**config.mk**
```make
export PLATFORM = sky130hd
export DESIGN_NAME = sa_input_skewer
export DESIGN_NICKNAME = d
export VERILOG_FILES = /design/src/rtl/sa_input_skewer.sv
export SDC_FILE = /design/constraint.sdc
export NUM_CORES = 1
export LEC_CHECK = 0
export CORE_ASPECT_RATIO = 1.1
export CORE_MARGIN = 2
export CORE_UTILIZATION = 45
export DETAILED_ROUTE_END_ITERATION = 16
export PLACE_DENSITY = 0.72
export SLEW_MARGIN = 0
export SYNTH_ARGS = -nofsm -noshare
export SYNTH_HDL_FRONTEND = slang
export SYNTH_SLANG_ARGS = --single-unit
```
**constraint.sdc**
```tcl
create_clock -name clk -period 1.4 [get_ports clk]
set_input_delay 0.28 -clock clk [delete_from_list [all_inputs] [get_ports clk]]
set_output_delay 0.28 -clock clk [all_outputs]
set_load 0.005 [all_outputs]
```
**src/rtl/sa_input_skewer.sv**
```systemverilog
// -----------------------------------------------------------------------------
// sa_input_skewer
//
// Upstream feeder for a fixed-weight, always-advancing systolic array.
// Each cycle it accepts one activation vector (or a zero bubble when in_valid
// is low) and delays row r by r cycles, so the array sees a diagonal
// wavefront. A parallel (valid, last) tag pipeline produces per-column result
// strobes and a frame-done pulse aligned with the array's bottom-row outputs.
// There is no backpressure: every chain shifts every cycle.
//
// Ports:
//   clk          rising-edge clock
//   resetn       asynchronous active-low reset (also resets the array)
//   in_valid     in_data carries a valid vector this cycle
//   in_data      activation vector; element r feeds array row r
//   in_last      last vector of a frame (ignored when in_valid=0)
//   sa_inputs    skewed vector driven into the array rows
//   col_valid    col_valid[c]: array output column c carries a result
//   col_last     col_last[c]: that result belongs to a last-tagged vector
//   frame_done   one-cycle pulse when the last column of a last vector is valid
//   busy         at least one valid vector is still in flight
//   frame_count  completed frames, modulo 2^FRAME_CNT_W
//
// SA_SIZE must be at least 2 so that every column tap is a register stage.
// -----------------------------------------------------------------------------
module sa_input_skewer #(
  parameter int SA_SIZE         = 8,
  parameter int ACTIVATION_SIZE = 8,
  parameter int FRAME_CNT_W     = 16
) (
  input  logic                                          clk,
  input  logic                                          resetn,
  input  logic                                          in_valid,
  input  logic [SA_SIZE-1:0][ACTIVATION_SIZE-1:0]       in_data,
  input  logic                                          in_last,
  output logic [SA_SIZE-1:0][ACTIVATION_SIZE-1:0]       sa_inputs,
  output logic [SA_SIZE-1:0]                            col_valid,
  output logic [SA_SIZE-1:0]                            col_last,
  output logic                                          frame_done,
  output logic                                          busy,
  output logic [FRAME_CNT_W-1:0]                        frame_count
);

  // Tag stages 0..TAG_DEPTH-1; stage 0 is the live input, the rest are flops.
  localparam int TAG_DEPTH = 2*SA_SIZE - 1;

  // Bubbles are forced to zero so they add nothing to any partial sum.
  logic [SA_SIZE-1:0][ACTIVATION_SIZE-1:0] gated_data;

  always_comb begin
    gated_data = '0;
    if (in_valid) gated_data = in_data;
  end

  // ---------------------------------------------------------------------------
  // Triangular skew: row r passes through an r-deep shift chain.
  // ---------------------------------------------------------------------------
  for (genvar r = 0; r < SA_SIZE; r++) begin : g_row
    if (r == 0) begin : g_direct
      assign sa_inputs[0] = gated_data[0];
    end else begin : g_chain
      logic [ACTIVATION_SIZE-1:0] chain [r];

      // NOTE: these are datapath registers, but they are still reset so that a
      // reset mid-frame injects zeros rather than stale activations into the
      // array, whose accumulators restart on the same reset.
      always_ff @(posedge clk or negedge resetn) begin
        if (!resetn) begin
          for (int k = 0; k < r; k++) chain[k] <= '0;
        end else begin
          // NOTE: non-blocking assignments make every stage sample the old
          // value of its predecessor, which is what turns this into a shift
          // chain rather than a single wire.
          chain[0] <= gated_data[r];
          for (int k = 1; k < r; k++) chain[k] <= chain[k-1];
        end
      end

      assign sa_inputs[r] = chain[r-1];
    end
  end

  // ---------------------------------------------------------------------------
  // Tag pipeline: (valid, last) pairs, stage d = stage 0 delayed by d cycles.
  // ---------------------------------------------------------------------------
  logic [TAG_DEPTH-1:1] tag_valid_q;
  logic [TAG_DEPTH-1:1] tag_last_q;
  logic [TAG_DEPTH-1:0] tag_valid;
  logic [TAG_DEPTH-1:0] tag_last;

  assign tag_valid = {tag_valid_q, in_valid};
  assign tag_last  = {tag_last_q,  in_valid & in_last};

  always_ff @(posedge clk or negedge resetn) begin
    if (!resetn) begin
      tag_valid_q <= '0;
      tag_last_q  <= '0;
    end else begin
      tag_valid_q <= tag_valid[TAG_DEPTH-2:0];
      tag_last_q  <= tag_last[TAG_DEPTH-2:0];
    end
  end

  // Column c of the array produces its result SA_SIZE-1+c cycles after the
  // vector enters row 0, so the strobes are the taps at exactly that delay.
  assign col_valid  = tag_valid[TAG_DEPTH-1:SA_SIZE-1];
  assign col_last   = tag_last[TAG_DEPTH-1:SA_SIZE-1];
  assign frame_done = col_valid[SA_SIZE-1] & col_last[SA_SIZE-1];
  assign busy       = |tag_valid;

  // ---------------------------------------------------------------------------
  // Completed-frame counter, free-running modulo 2^FRAME_CNT_W.
  // ---------------------------------------------------------------------------
  always_ff @(posedge clk or negedge resetn) begin
    if (!resetn) begin
      frame_count <= '0;
    end else if (frame_done) begin
      frame_count <= frame_count + FRAME_CNT_W'(1);
    end
  end

endmodule

```
==> run metrics <==
status=finished, violations left; violated checks=setup timing; Crit Reg-Reg Endpoint=frame_count[11]$_DFFE_PN0P_; NumNets Final=687; register share of total power=0.529; Final Hold Fails=0; row cnt=51; pre-CTS WS=-0.265 ns; Setup violations, final=12; Antenna Cells=0; largest net degree at the start of global routing=56; via count of the first global-routing pass=4148; Buffers on Ports=165; Hold/Removal Path Class=primary input to flip-flop; worst setup margin=-0.348 ns; Via Count=3732; Fin Setup TNS=-0.789 ns; TritonCTS clock tree=built; worst-skew pair later-pin latency=0.51 ns; GRT Util Overall=0.137; first-pass GRT wire length=20500 µm; initial antenna violation count=0; Die Width=131 µm; Internal=12.4 mW; worst-path maximum fanout=2; HPWL after DPL=8410 µm; DRC=0; Syn Inst Count=457; synth warn=0; crit path capture=busy; Die Area=18900 µm²; critical path type=flip-flop to output pin; switching part of the total=0.208; WL/cell=14.6 µm; CTS Sinks=268; I/O Pins=166; number of CTS-inserted buffers=25; average vias per placed instance=4.28; R2R cell count=6; count of pins over their slew limit=0; Buf+Inv Stages, Crit Path=1; htree depth=1; starting density of the core=0.456; Gate power share=0.064; Hold Path Stages=2; Worst slew margin=0.799; leakage power=5.16 nW; Data arrival, critical path=1.47 ns; Worst Setup End Kind=output pin; area grow syn2layout=29.4%; CP Launch Point=tag_valid_q[4]$_DFF_PN0_; Total Wirelength=12700 µm; switching power=3.26 mW; total gr overflow=0; core region area=17500 µm²; die height=144 µm; type of origin of the critical path=flip-flop; Max rail drop VDD=1130 µV; post-route ant nets=0; Worst path top cell family by delay=flip-flops; Seq/Total Area, Yosys=0.838; slowest cell delay on critical path=0.41 ns; clock-pin slew on the worst setup and hold paths=0.06 ns; Max-Cap Viols=0; clock root buffer=clkbuf_16; Tcrit/Tclk final=1.25; Stages on worst setup path=3; unrepaired setup endpoints after global routing=yes; reg2reg start=tag_valid_q[14]$_DFF_PN0_; routability cong.=0.705; synthesized area per cell=17.5 µm²; r2r setup slk=-0.05 ns; slowest CP cell=dfrtp_1; Yosys reg bits=268; pwr dens=1520 nW/µm²; Netlist Area Pre-Place=8010 µm²; clock skew=0.00651 ns; crit-path cells=nor4_4 > nand4_1 > buf_2; Max Fclk=572 MHz; layout cells sized above 1=0.285; Worst EP required=1.12 ns; post-synth cell types=21; Initial DRC Count=135; Final min period=1.75 ns; worst slew pin tran=0.301 ns; clock share of power=0.407; CTS Buffer Depth=3; DRT Pass-1 Iters=4; syn_nets=526
## worst register-to-register path, delay by kind of cell, from the launching register on
kind,cells,cell delay [ns]
and+or+nand+nor,3,0.53
DFF,1,0.41
buffers and inverters,2,0.25
xor gates and xnor gates,1,0.14
## cells in the mapped netlist
master      n  share of area
nand4_1     5         0.0039
nor4_1      3         0.0023
nor2_1      1        0.00047
and4_4      1         0.0014
and3_2      2         0.0019
ha_1        1         0.0016
clkbuf_1    7         0.0033
xnor2_1    12          0.013
nor3_1      1        0.00062
and2b_2     1         0.0011
nand2_1     7         0.0033
dfrtp_1   268           0.84
and4_1      2         0.0022
nand4_2     1         0.0016
nor2_2      1        0.00078
xor2_1      3         0.0033
and2_1     65          0.051
inv_1       1        0.00047
mux2_2      1         0.0014
buf_4      72          0.068
nand3_1     2         0.0013
## state kept, by name, summed over array words and instances (netlist names)
signal               cells
g_row.g_chain.chain    176
tag_valid_q             14
frame_count             16
sa_inputs               48
tag_last_q              14
## area by class of cell
| class | count | area (µm²) |
|---|---|---|
| inverters | 1 | 3.75 |
| clock inverters | 8 | 61.3 |
| well taps | 238 | 298 |
| flip-flops and latches | 268 | 6710 |
| fillers | 1346 | 7190 |
| clock buffers | 35 | 743 |
| repair buffers | 213 | 1760 |
| multi-input cells | 109 | 783 |
## power by group through the flow
stage / combinational (mW) / sequential, mW / clock, mW
floorplan: 0.320 / 8.45 / 0
detailed placement: 0.987 / 8.51 / 0
CTS: 1.05 / 8.32 / 6.60
global placement: 0.962 / 8.47 / 0
global route: 1.11 / 8.36 / 6.96
finish: 0.997 / 8.31 / 6.39
## what timing repair did
item | 4_1_cts | 5_1_grt
pin swaps | 6 | 7
setup buffers | 22 | 7
endpoints found under the setup margin | 98 | 65
endpoints found under the hold margin | 268 | 0
gates resized for setup | 272 | 59
hold buffers | 1 | 0
## metrics by stage
| step | total power [mW] | hold slack (ns) | cells | util | area [µm²] |
|---|---|---|---|---|---|
| floorplan | 8.77 | -0.0156 | 457 | - | 8010 |
| global placement | 9.43 | 0.176 | 803 | 0.547 | 9600 |
| detailed placement | 9.49 | 0.175 | 803 | 0.547 | 9600 |
| CTS | 16.0 | 0.135 | 868 | 0.599 | 10500 |
| global route | 16.4 | 0.167 | 872 | 0.590 | 10400 |
| finish | 15.7 | 0.163 | 872 | 0.590 | 10400 |
## placed cells by master (no fill, tap or decap), types with 2 or more instances in the layout
master / Yosys / layout
buf_12: 0 / 4
and3_2: 2 / 2
dlygate4sd2_1: 0 / 5
and2_1: 65 / 65
clkbuf_2: 0 / 39
and4_1: 2 / 2
xnor2_1: 12 / 12
clkbuf_8: 0 / 8
clkbuf_1: 7 / 2
buf_6: 0 / 15
clkdlybuf4s50_1: 0 / 65
nand4_1: 5 / 5
clkinv_2: 0 / 5
buf_2: 0 / 28
nand2_2: 0 / 3
buf_4: 72 / 36
dfrtp_1: 268 / 268
clkbuf_16: 0 / 25
nor4_2: 0 / 2
nand2_1: 7 / 3
xor2_1: 3 / 3
clkdlybuf4s15_1: 0 / 19
## metal layers
| layer | vias to the layer above | track usage | wire [µm] |
|---|---|---|---|
| met3 | 17 | 0.0377 | 798 |
| met2 | 115 | 0.245 | 6970 |
| met1 | 1927 | 0.160 | 4660 |
| met4 | 0 | 0.0538 | 261 |
| li1 | 1673 | - | - |
| met5 | - | 0 | 0 |
## cells by family after synthesis
| kind of cell | count (synthesis) | share of synthesized area |
|---|---|---|
| buffers and inverters | 80 | 0.0713 |
| muxes | 1 | 0.00141 |
| and+or+nand+nor | 92 | 0.0716 |
| DFF | 268 | 0.838 |
| xor gates and xnor gates | 15 | 0.0164 |
| adders and majority gates | 1 | 0.00156 |
## worst min path at each step
stage                        start                              endpoint  slack (ns)
after floorplan             resetn            frame_count[0]$_DFFE_PN0P_       -0.02
after global placement      resetn  g_row[5].g_chain.chain[33]$_DFF_PN0_        0.18
after detailed placement    resetn  g_row[5].g_chain.chain[33]$_DFF_PN0_        0.17
after CTS                 in_valid              tag_valid_q[1]$_DFF_PN0_        0.13
after global routing      in_valid              tag_valid_q[1]$_DFF_PN0_        0.17
final                     in_valid              tag_valid_q[1]$_DFF_PN0_        0.16
Power figures use the tool's default switching activity.
